`config.mk`:
```
export PLATFORM = sky130hd
export DESIGN_NAME = seq_alu
export DESIGN_NICKNAME = d
export VERILOG_FILES = /design/src/rtl/seq_alu.sv
export SDC_FILE = /design/constraint.sdc
export NUM_CORES = 2
export LEC_CHECK = 0
export CAP_MARGIN = 20
export CORE_ASPECT_RATIO = 0.8
export CORE_MARGIN = 8
export CORE_UTILIZATION = 45
export DETAILED_ROUTE_END_ITERATION = 6
export SLEW_MARGIN = 20
export SYNTH_ARGS = -nofsm -noshare
export SYNTH_HDL_FRONTEND = slang
export SYNTH_SLANG_ARGS = --single-unit
export TNS_END_PERCENT = 100
```
`constraint.sdc`:
```
create_clock -name clk -period 7 [get_ports clk]
set_input_delay 0.7 -clock clk [delete_from_list [all_inputs] [get_ports clk]]
set_output_delay 0.7 -clock clk [all_outputs]
set_load 0.05 [all_outputs]
```
`src/rtl/seq_alu.sv`:
```
// Multi-cycle ALU. Single-cycle ops finish in one clock. Multiply and divide
// iterate over operand magnitudes, then get a one-cycle sign fix before HI/LO are written.
module seq_alu #(
    parameter int WIDTH = 32,
    parameter int SHW   = 5
) (
    input  logic             clk,
    input  logic             rst,
    input  logic             start,
    input  logic [4:0]       ALUOp,
    input  logic [WIDTH-1:0] A,
    input  logic [WIDTH-1:0] B,
    output logic [WIDTH-1:0] C,
    output logic             zero,
    output logic             busy,
    output logic             done
);

    typedef enum logic [2:0] {IDLE, MUL, DIV, FIX, DONE} state_t;

    localparam logic [4:0] OP_ADDU  = 5'd0,  OP_SUBU  = 5'd1,  OP_OR    = 5'd2;
    localparam logic [4:0] OP_AND   = 5'd3,  OP_LUI   = 5'd4,  OP_SLT   = 5'd5;
    localparam logic [4:0] OP_SLTU  = 5'd6,  OP_SLL   = 5'd7,  OP_SRL   = 5'd8;
    localparam logic [4:0] OP_SRA   = 5'd9,  OP_EQL   = 5'd10, OP_NE    = 5'd11;
    localparam logic [4:0] OP_MULT  = 5'd12, OP_MULTU = 5'd13, OP_DIV   = 5'd14;
    localparam logic [4:0] OP_DIVU  = 5'd15, OP_MFHI  = 5'd16, OP_MFLO  = 5'd17;
    localparam logic [SHW-1:0] LAST_ITER = SHW'(WIDTH - 1);

    state_t             state;
    logic [4:0]         op_r;
    logic [WIDTH-1:0]   a_r, b_r, hi, lo;
    logic [SHW-1:0]     cnt;
    logic [2*WIDTH-1:0] prod;

    logic [WIDTH-1:0]   simple_c, mag_a, mag_b, new_hi, new_lo;
    logic               simple_zero, signed_in, sign_a, sign_b, is_mult_r;
    logic [SHW-1:0]     shamt;
    logic [WIDTH:0]     mul_sum, div_shift, div_diff;
    logic [2*WIDTH-1:0] mul_next, div_next, prod_neg;

    function automatic logic [WIDTH-1:0] magnitude(input logic [WIDTH-1:0] v, input logic neg);
        return neg ? -v : v;
    endfunction

    assign shamt     = A[SHW-1:0];
    assign signed_in = (ALUOp == OP_MULT) || (ALUOp == OP_DIV);
    assign sign_a    = ((op_r == OP_MULT) || (op_r == OP_DIV)) && a_r[WIDTH-1];
    assign sign_b    = ((op_r == OP_MULT) || (op_r == OP_DIV)) && b_r[WIDTH-1];
    assign is_mult_r = (op_r == OP_MULT) || (op_r == OP_MULTU);
    assign mag_a     = magnitude(a_r, sign_a);
    assign mag_b     = magnitude(b_r, sign_b);

    // Single-cycle results, computed straight from the inputs at acceptance
    always_comb begin
        simple_c = '0;
        case (ALUOp)
            OP_ADDU: simple_c = A + B;
            OP_SUBU: simple_c = A - B;
            OP_OR:   simple_c = A | B;
            OP_AND:  simple_c = A & B;
            OP_LUI:  simple_c = B << (WIDTH / 2);
            OP_SLT:  simple_c = {{(WIDTH-1){1'b0}}, $signed(A) < $signed(B)};
            OP_SLTU: simple_c = {{(WIDTH-1){1'b0}}, A < B};
            OP_SLL:  simple_c = B << shamt;
            OP_SRL:  simple_c = B >> shamt;
            OP_SRA:  simple_c = $signed(B) >>> shamt;
            OP_MFHI: simple_c = hi;
            OP_MFLO: simple_c = lo;
            default: simple_c = '0;
        endcase
        if (ALUOp == OP_EQL)
            simple_zero = (A == B);
        else if (ALUOp == OP_NE)
            simple_zero = (A != B);
        else
            simple_zero = (simple_c == '0);
    end

    // prod holds {partial, multiplier} while multiplying and {remainder, dividend/quotient} while dividing
    always_comb begin
        mul_sum   = {1'b0, prod[2*WIDTH-1:WIDTH]} + {1'b0, (prod[0] ? mag_a : '0)};
        mul_next  = {mul_sum, prod[WIDTH-1:1]};
        div_shift = {prod[2*WIDTH-1:WIDTH], prod[WIDTH-1]};
        div_diff  = div_shift - {1'b0, mag_b};
        div_next  = div_diff[WIDTH] ? {div_shift[WIDTH-1:0], prod[WIDTH-2:0], 1'b0}
                                    : {div_diff[WIDTH-1:0], prod[WIDTH-2:0], 1'b1};
    end

    // Sign correction applied in FIX; a zero divisor bypasses the datapath result
    always_comb begin
        prod_neg = -prod;
        new_hi   = '0;
        new_lo   = '0;
        if (is_mult_r) begin
            new_hi = (sign_a ^ sign_b) ? prod_neg[2*WIDTH-1:WIDTH] : prod[2*WIDTH-1:WIDTH];
            new_lo = (sign_a ^ sign_b) ? prod_neg[WIDTH-1:0] : prod[WIDTH-1:0];
        end else if (b_r == '0) begin
            new_hi = a_r;
            new_lo = '1;
        end else begin
            new_hi = sign_a ? -prod[2*WIDTH-1:WIDTH] : prod[2*WIDTH-1:WIDTH];
            new_lo = (sign_a ^ sign_b) ? -prod[WIDTH-1:0] : prod[WIDTH-1:0];
        end
    end

    always_ff @(posedge clk or posedge rst) begin
        if (rst) begin
            state <= IDLE;
            op_r  <= '0;
            a_r   <= '0;
            b_r   <= '0;
            hi    <= '0;
            lo    <= '0;
            cnt   <= '0;
            prod  <= '0;
            C     <= '0;
            zero  <= 1'b0;
            busy  <= 1'b0;
            done  <= 1'b0;
        end else begin
            case (state)
                IDLE: begin
                    done <= 1'b0;
                    if (start) begin
                        op_r <= ALUOp;
                        a_r  <= A;
                        b_r  <= B;
                        cnt  <= '0;
                        busy <= 1'b1;
                        if ((ALUOp == OP_MULT) || (ALUOp == OP_MULTU)) begin
                            prod  <= {{WIDTH{1'b0}}, magnitude(B, signed_in && B[WIDTH-1])};
                            state <= MUL;
                        end else if ((ALUOp == OP_DIV) || (ALUOp == OP_DIVU)) begin
                            prod  <= {{WIDTH{1'b0}}, magnitude(A, signed_in && A[WIDTH-1])};
                            state <= DIV;
                        end else begin
                            C     <= simple_c;
                            zero  <= simple_zero;
                            done  <= 1'b1;
                            state <= DONE;
                        end
                    end
                end
                MUL: begin
                    prod <= mul_next;
                    cnt  <= cnt + SHW'(1);
                    if (cnt == LAST_ITER)
                        state <= FIX;
                end
                DIV: begin
                    prod <= div_next;
                    cnt  <= cnt + SHW'(1);
                    if (cnt == LAST_ITER)
                        state <= FIX;
                end
                FIX: begin
                    hi    <= new_hi;
                    lo    <= new_lo;
                    C     <= new_lo;
                    zero  <= (new_lo == '0);
                    done  <= 1'b1;
                    state <= DONE;
                end
                DONE: begin
                    done  <= 1'b0;
                    busy  <= 1'b0;
                    state <= IDLE;
                end
                default: begin
                    done  <= 1'b0;
                    busy  <= 1'b0;
                    state <= IDLE;
                end
            endcase
        end
    end

endmodule
```
## Word level (Yosys, flattened, before mapping)

Cells that the tools add are included.

- Magnitude comparators: 2
- Eq/ne operators: 31
- Multiplexer cells: 42
- Shift-type cells: 3
- Bitwise logic cells: 4
- Add/sub/neg operators: 12
- Reduce and logical (&&, ||, !) cells: 25

Operator list:

| operator | number |
|---|---|
| 2-to-1 mux 32 bit | 16 |
| one-hot mux 32 bit (12 select lines) | 1 |
| 2-to-1 mux 64 bit | 4 |
| negator 32 bit | 6 |
| one-hot mux 64 bit (3 select lines) | 1 |
| zero test 32 bit | 3 |
| less-than comparator 32 bit | 2 |
| negator 64 bit | 1 |
| one-hot mux 32 bit (2 select lines) | 1 |
| == test 5 x 4 -> 1 bit (second input constant) | 11 |
| adder 32 x 32 -> 33 bit | 1 |
| subtractor 33 x 32 -> 33 bit | 1 |
| adder 32 bit | 1 |
| bitwise AND 32 bit | 1 |
| == test 32 bit | 1 |
| inequality test 32 bit | 1 |
| bitwise OR 32 bit | 1 |
| left shift 32 x 5 -> 32 bit | 1 |
| >> shifter 32 x 5 -> 32 bit | 1 |
| >>> shifter 32 x 5 -> 32 bit | 1 |
| subtractor 32 bit | 1 |
| == test 5 x 3 -> 1 bit (second input constant) | 4 |
| == test 5 bit (second input constant) | 3 |
| 2-to-1 mux 3 bit | 4 |
| other kinds (27) | 51 |

- Output and inout bits: 35
- Logic and storage cells: 131
- Register bits after elaboration: 240

## Depth between registers and ports, before layout

- Depth in word-level cells: 9
- Mapped depth: 22
- Gate-level depth less buffers: 22

## Worst setup path after synthesis

Ideal clock, no wire load.

- Kind: register to register
- Start: register op_r[4]
- End: register prod[61]
- Cell stages (with the launch flop): 20
- Arrival: 4.771 ns
- Setup time: 0.126 ns
- Setup slack: 2.103 ns
- Period minus slack after synthesis: 4.897 ns
- Path through: dfrtp_1 > nor3_1 > and2_1 > clkbuf_1 > clkbuf_1 > o21ai_0 > fa_1 > nor2b_1 > o2111ai_1 > a311oi_1 > nor3_1 > o31ai_1 > a21oi_1 > o31a_1 > a211o_1 > xnor2_1 > buf_2 > buf_2 > o22ai_1 > a221o_1

- Cells in the longest elaborated chain, start to end: 7
- Elaborated cells between the ends (all ways): 12

RTL lines:

| element | RTL line | text |
|---|---|---|
| from (decl) | 30 | `logic [4:0] op_r;` |
| from (signal assigned) | 125 | `op_r <= ALUOp;` |
| == test 5 x 4 -> 1 bit | 47, 48 |  |
| logical OR 1 bit (*) | 47, 48 |  |
| logical AND 1 bit, on equally long branches | 48, 47 |  |
| 2-to-1 mux 32 bit | 42 | `return neg ? -v : v;` |
| subtractor 33 x 32 -> 33 bit / 2-to-1 mux 32 bit (equally long branches) | 84, 81 |  |
| 2-to-1 mux 64 bit / adder 32 x 32 -> 33 bit (equally long branches) | 85, 81 |  |
| one-hot mux 64 bit (3 select lines) (*) | 121 | `case (state)` |
| to (signal assigned) | 131 | `prod <= {{WIDTH{1'b0}}, magnitude(B, signed_in && B[WIDTH-1])};` |
| to (signal assigned) | 134 | `prod <= {{WIDTH{1'b0}}, magnitude(A, signed_in && A[WIDTH-1])};` |
| to (signal assigned) | 145 | `prod <= mul_next;` |
| to (decl) | 33 | `logic [2*WIDTH-1:0] prod;` |

Mark *: on every way between the ends. The rest lies on a longest branch, timed or not.
A chain may end at the register's enable or synchronous reset.

## Worst setup path in the final report

- Start: register b_r[2]
- End: register prod[37]

- Cells in the longest elaborated chain, start to end: 5

RTL lines:

| element | RTL line | text |
|---|---|---|
| from (decl) | 31 | `logic [WIDTH-1:0] a_r, b_r, hi, lo;` |
| from (signal assigned) | 111 | `b_r <= '0;` |
| from (signal assigned) | 127 | `b_r <= B;` |
| negator 32 bit | 42 |  |
| 2-to-1 mux 32 bit (*) | 42 |  |
| subtractor 33 x 32 -> 33 bit (*) | 84 | `div_diff = div_shift - {1'b0, mag_b};` |
| 2-to-1 mux 64 bit (*) | 85 | `div_next = div_diff[WIDTH] ? {div_shift[WIDTH-1:0], prod[WIDTH-2:0], 1'b0}` |
| one-hot mux 64 bit (3 select lines) (*) | 121 |  |

Marked as above.

==> reports/results.txt <==
outcome: finished, final reports clean
post_cts resized: 0
relative slew slack: 10.62%
syn nets: 3975
number of port buffers: 106
IO Count: 107
EDFF count, synth: 0
worst-path fanout max: 27
die width: 297.9 microns
crit path time final: 6.231 ns
layout cell share with drive strength beyond 1: 9.657%
Placed Cells: 4491
CP max stage cell: or4_1
Worst Skew: 0.01864 ns
fin area: 31670 sq um
nets: 3947
fin cells: 4548
Leak Pwr: 12.93 nW
Worst-path clk slew: 0.06 ns
final RePlAce weighted congestion: 1.059
total wire length: 141000 microns
Clk pwr share: 17.7%
gr ovfl total: 0
vias per inst: 6.864
fin crit share: 89.01%
min setup slack post-route: 0.7690 ns
CTS buffer count: 30
cell internal pwr: 4.929 mW
CTS tree: yes
min-delay worst type: flop to flop
top cells by area, synth: dfrtp_1 21%, ha_1 8.1%, xnor2_1 5.4%
max cap viols: 0
initial core utilization: 45.57%
Psw: 4.747 mW
DP Area: 30580 sq um
First DRT Iteration DRCs: 4839
Peak Freq: 160.5 MHz
CP arrival: 6.70 ns
DRC violations left: 0
clock buffer depth: 3
final setup vio count: 0
drt pass-1 iters: 6
Netlist cell types: 97
Yosys warning count: 0
Area Growth Syn to Fin: 10.68%
Clock Latency Late Sink: 0.60 ns
first-pass GRT wire length: 201900 microns
chip height: 241.5 microns
Yosys top cell by area: dfrtp_1
Cells after Synth: 3713
post-synthesis sequential area ratio: 20.99%
routed len/inst: 31.00 microns
CTS Root Cell: clkbuf_16
number of global-route vias before repair: 27770
share of the synthesized area in the top cell type: 20.99%
initial antenna violation count: 10
crit start category: flop
CP max stage delay: 0.62 ns
Core Region: 62790 sq um
synthesized area per cell: 7.706 sq um
post-DP HPWL: 110400 microns
prevailing post-synth register cell: dfrtp_1
depth of the CTS H-tree: 1
kind of critical path: flop to flop
Worst-Margin Slew: 1.327 ns
combinational share of power: 56.0%
largest net degree at the start of global routing: 147
Hold-fix buffers, CTS: 0
RSZ-0062 raised after global routing: false
row count: 82
Cell Pwr Density: 305.6 nW/um^2
Worst Hold Slack: 0.4614 ns
crit-path most repeated cell: nor4_1
crit-path cells: or4_1 > nor4_1 > nand2b_1 > nor4_1 > nand2b_1 > nor4_1 > nand2_1 > o41ai_1 > xor2_1 > ha_1 > a21o_1 > a2111oi_0 > a211o_1 > xnor2_2 > buf_4 > buf_4 > mux2i_1 > a221o_1
pre-CTS setup slack: 0.8037 ns
DR vias: 31220
max-slew violations: 0
Cell Area, Synth: 28610 sq um
Worst Setup End Kind: flop
die footprint: 71960 sq um
Routed Antenna Nets: 0
Net Sw Frac: 49.06%
Sequential Power Share: 26.2%
Worst Hold Path Cells: 2
Async SR Flop Fraction: 100.0%
r2r worst-path depth: 18
Final Hold Fails: 0
Post-CTS Setup Bufs: 0
gr usage total: 36.92%
TritonCTS Sinks: 240
CP Data Required Time: 7.47 ns
Worst IR Drop VDD: 0.2331 mV
post-synthesis sequential element count: 240
Fin Setup TNS: 0 ns
==> worst max-delay path, delay by kind of cell, from the launching register on <==
family                     cells  cell delay [ns]
DFF                            1             0.44
adders and majority gates      1             0.33
buffers and inverters          2             0.64
muxes                          1             0.14
and+or+nand+nor                7             2.61
AOI/OAI and AO/OA              5             1.56
xor gates and xnor gates       2             0.38
==> Yosys cell counts, drive strengths merged, types with 12 or more instances <==
| master | count |
|---|---|
| nor2 | 396 |
| nand2 | 360 |
| o21ai | 300 |
| a21oi | 258 |
| dfrtp | 240 |
| clkbuf | 233 |
| ha | 186 |
| xnor2 | 175 |
| inv | 137 |
| nor3 | 95 |
| mux2i | 84 |
| xor2 | 84 |
| a221oi | 77 |
| a211oi | 76 |
| nand3 | 62 |
| mux2 | 61 |
| a21o | 60 |
| buf | 58 |
| mux4 | 52 |
| o31ai | 46 |
| a22oi | 42 |
| nand2b | 41 |
| nor4 | 40 |
| a31oi | 39 |
| nand4 | 38 |
| o21a | 36 |
| or3 | 31 |
| o211ai | 30 |
| o22ai | 27 |
| o221ai | 26 |
| nor2b | 25 |
| o21bai | 22 |
| a221o | 21 |
| and3 | 20 |
| and2 | 19 |
| or4 | 18 |
| or2 | 17 |
| a2111oi | 16 |
| o41ai | 16 |
| a211o | 12 |
==> power groups by stage <==
stage	clock, mW	combinational [mW]	sequential (mW)
2_1_floorplan	0	3.82	2.30
3_3_place_gp	0	5.27	2.53
3_5_place_dp	0	5.25	2.52
4_1_cts	1.73	5.28	2.50
5_1_grt	1.78	5.86	2.58
6_report	1.72	5.42	2.54
==> cell families (layout without fill, tap and decap cells) <==
logic type               count (synthesis)  after routing  share of synthesized area [%]
flip-flops                             240            240                          20.99
multiplexers                           197            197                          9.528
XOR/XNOR                               259            259                          7.928
buffers and inverters                  428            422                          5.964
AO/OA/AOI/OAI                         1205           1205                          27.99
adder cells (fa/ha/maj)                190            190                          8.413
AND/OR/NAND/NOR                       1194           1194                          19.18
other                                    0              1                              0
==> sequential cells by signal (all words and copies together) (netlist names), 3 cells and up <==
name and flops:
prod 64, C 32, a_r 32, b_r 32, hi 32, lo 32
cnt 5, op_r 5, state 3
==> cells in the final DEF, fill, tap and decap left out, types with 82 or more instances in the layout <==
cell             count
dfrtp_1            240
xnor2_1            174
clkdlybuf4s50_1    101
nand2_1            359
nor2_1             390
xor2_1              84
ha_1               186
nor3_1              89
mux2i_1             82
a21oi_1            257
buf_4              121
o21ai_0            262
inv_1              131
==> area by class of cell <==
type | count | area [sq um]
multi-input cells | 3045 | 21000
repair buffers | 231 | 2029
clock inverters | 17 | 217.7
clock buffers | 37 | 848.3
fillers | 6236 | 31120
well taps | 840 | 1051
flip-flops and latches | 240 | 6006
inverters | 137 | 518.0
diodes | 1 | 2.502
==> metrics by stage <==
stage	power, mW	util [%]
global placement	7.798	48.70
detailed placement	7.769	48.70
floorplan	6.120	-
CTS	9.508	50.40
finish	9.677	50.44
global route	10.22	50.43
==> per-layer routing <==
layer	routed length [microns]	share of wire [%]	vias to the layer above	global-route usage, %
met5	74	0.052	-	0
met4	6426	4.6	12	13.39
met3	19650	14	345	12.65
met2	53600	38	2176	48.65
met1	61260	43	15050	54.42
li1	-	-	13630	-
==> path summary, 6_finish.rpt <==
| path | start | end | slack [ns] |
|---|---|---|---|
| setup / recovery | b_r[2]$_DFFE_PP0P_ | prod[37]$_DFFE_PP0P_ | 0.77 |
| hold / removal | C[29]$_DFFE_PP0P_ | C[29]$_DFFE_PP0P_ | 0.46 |
| setup reg to reg | b_r[2]$_DFFE_PP0P_ | prod[37]$_DFFE_PP0P_ | 0.77 |
| hold reg to reg | C[29]$_DFFE_PP0P_ | C[29]$_DFFE_PP0P_ | 0.46 |
| max in group asynchronous | rst | op_r[1]$_DFFE_PP0P_ | 4.95 |
| min in group asynchronous | rst | prod[56]$_DFFE_PP0P_ | 0.62 |
Note: power is estimated with default switching activity, not from simulation.
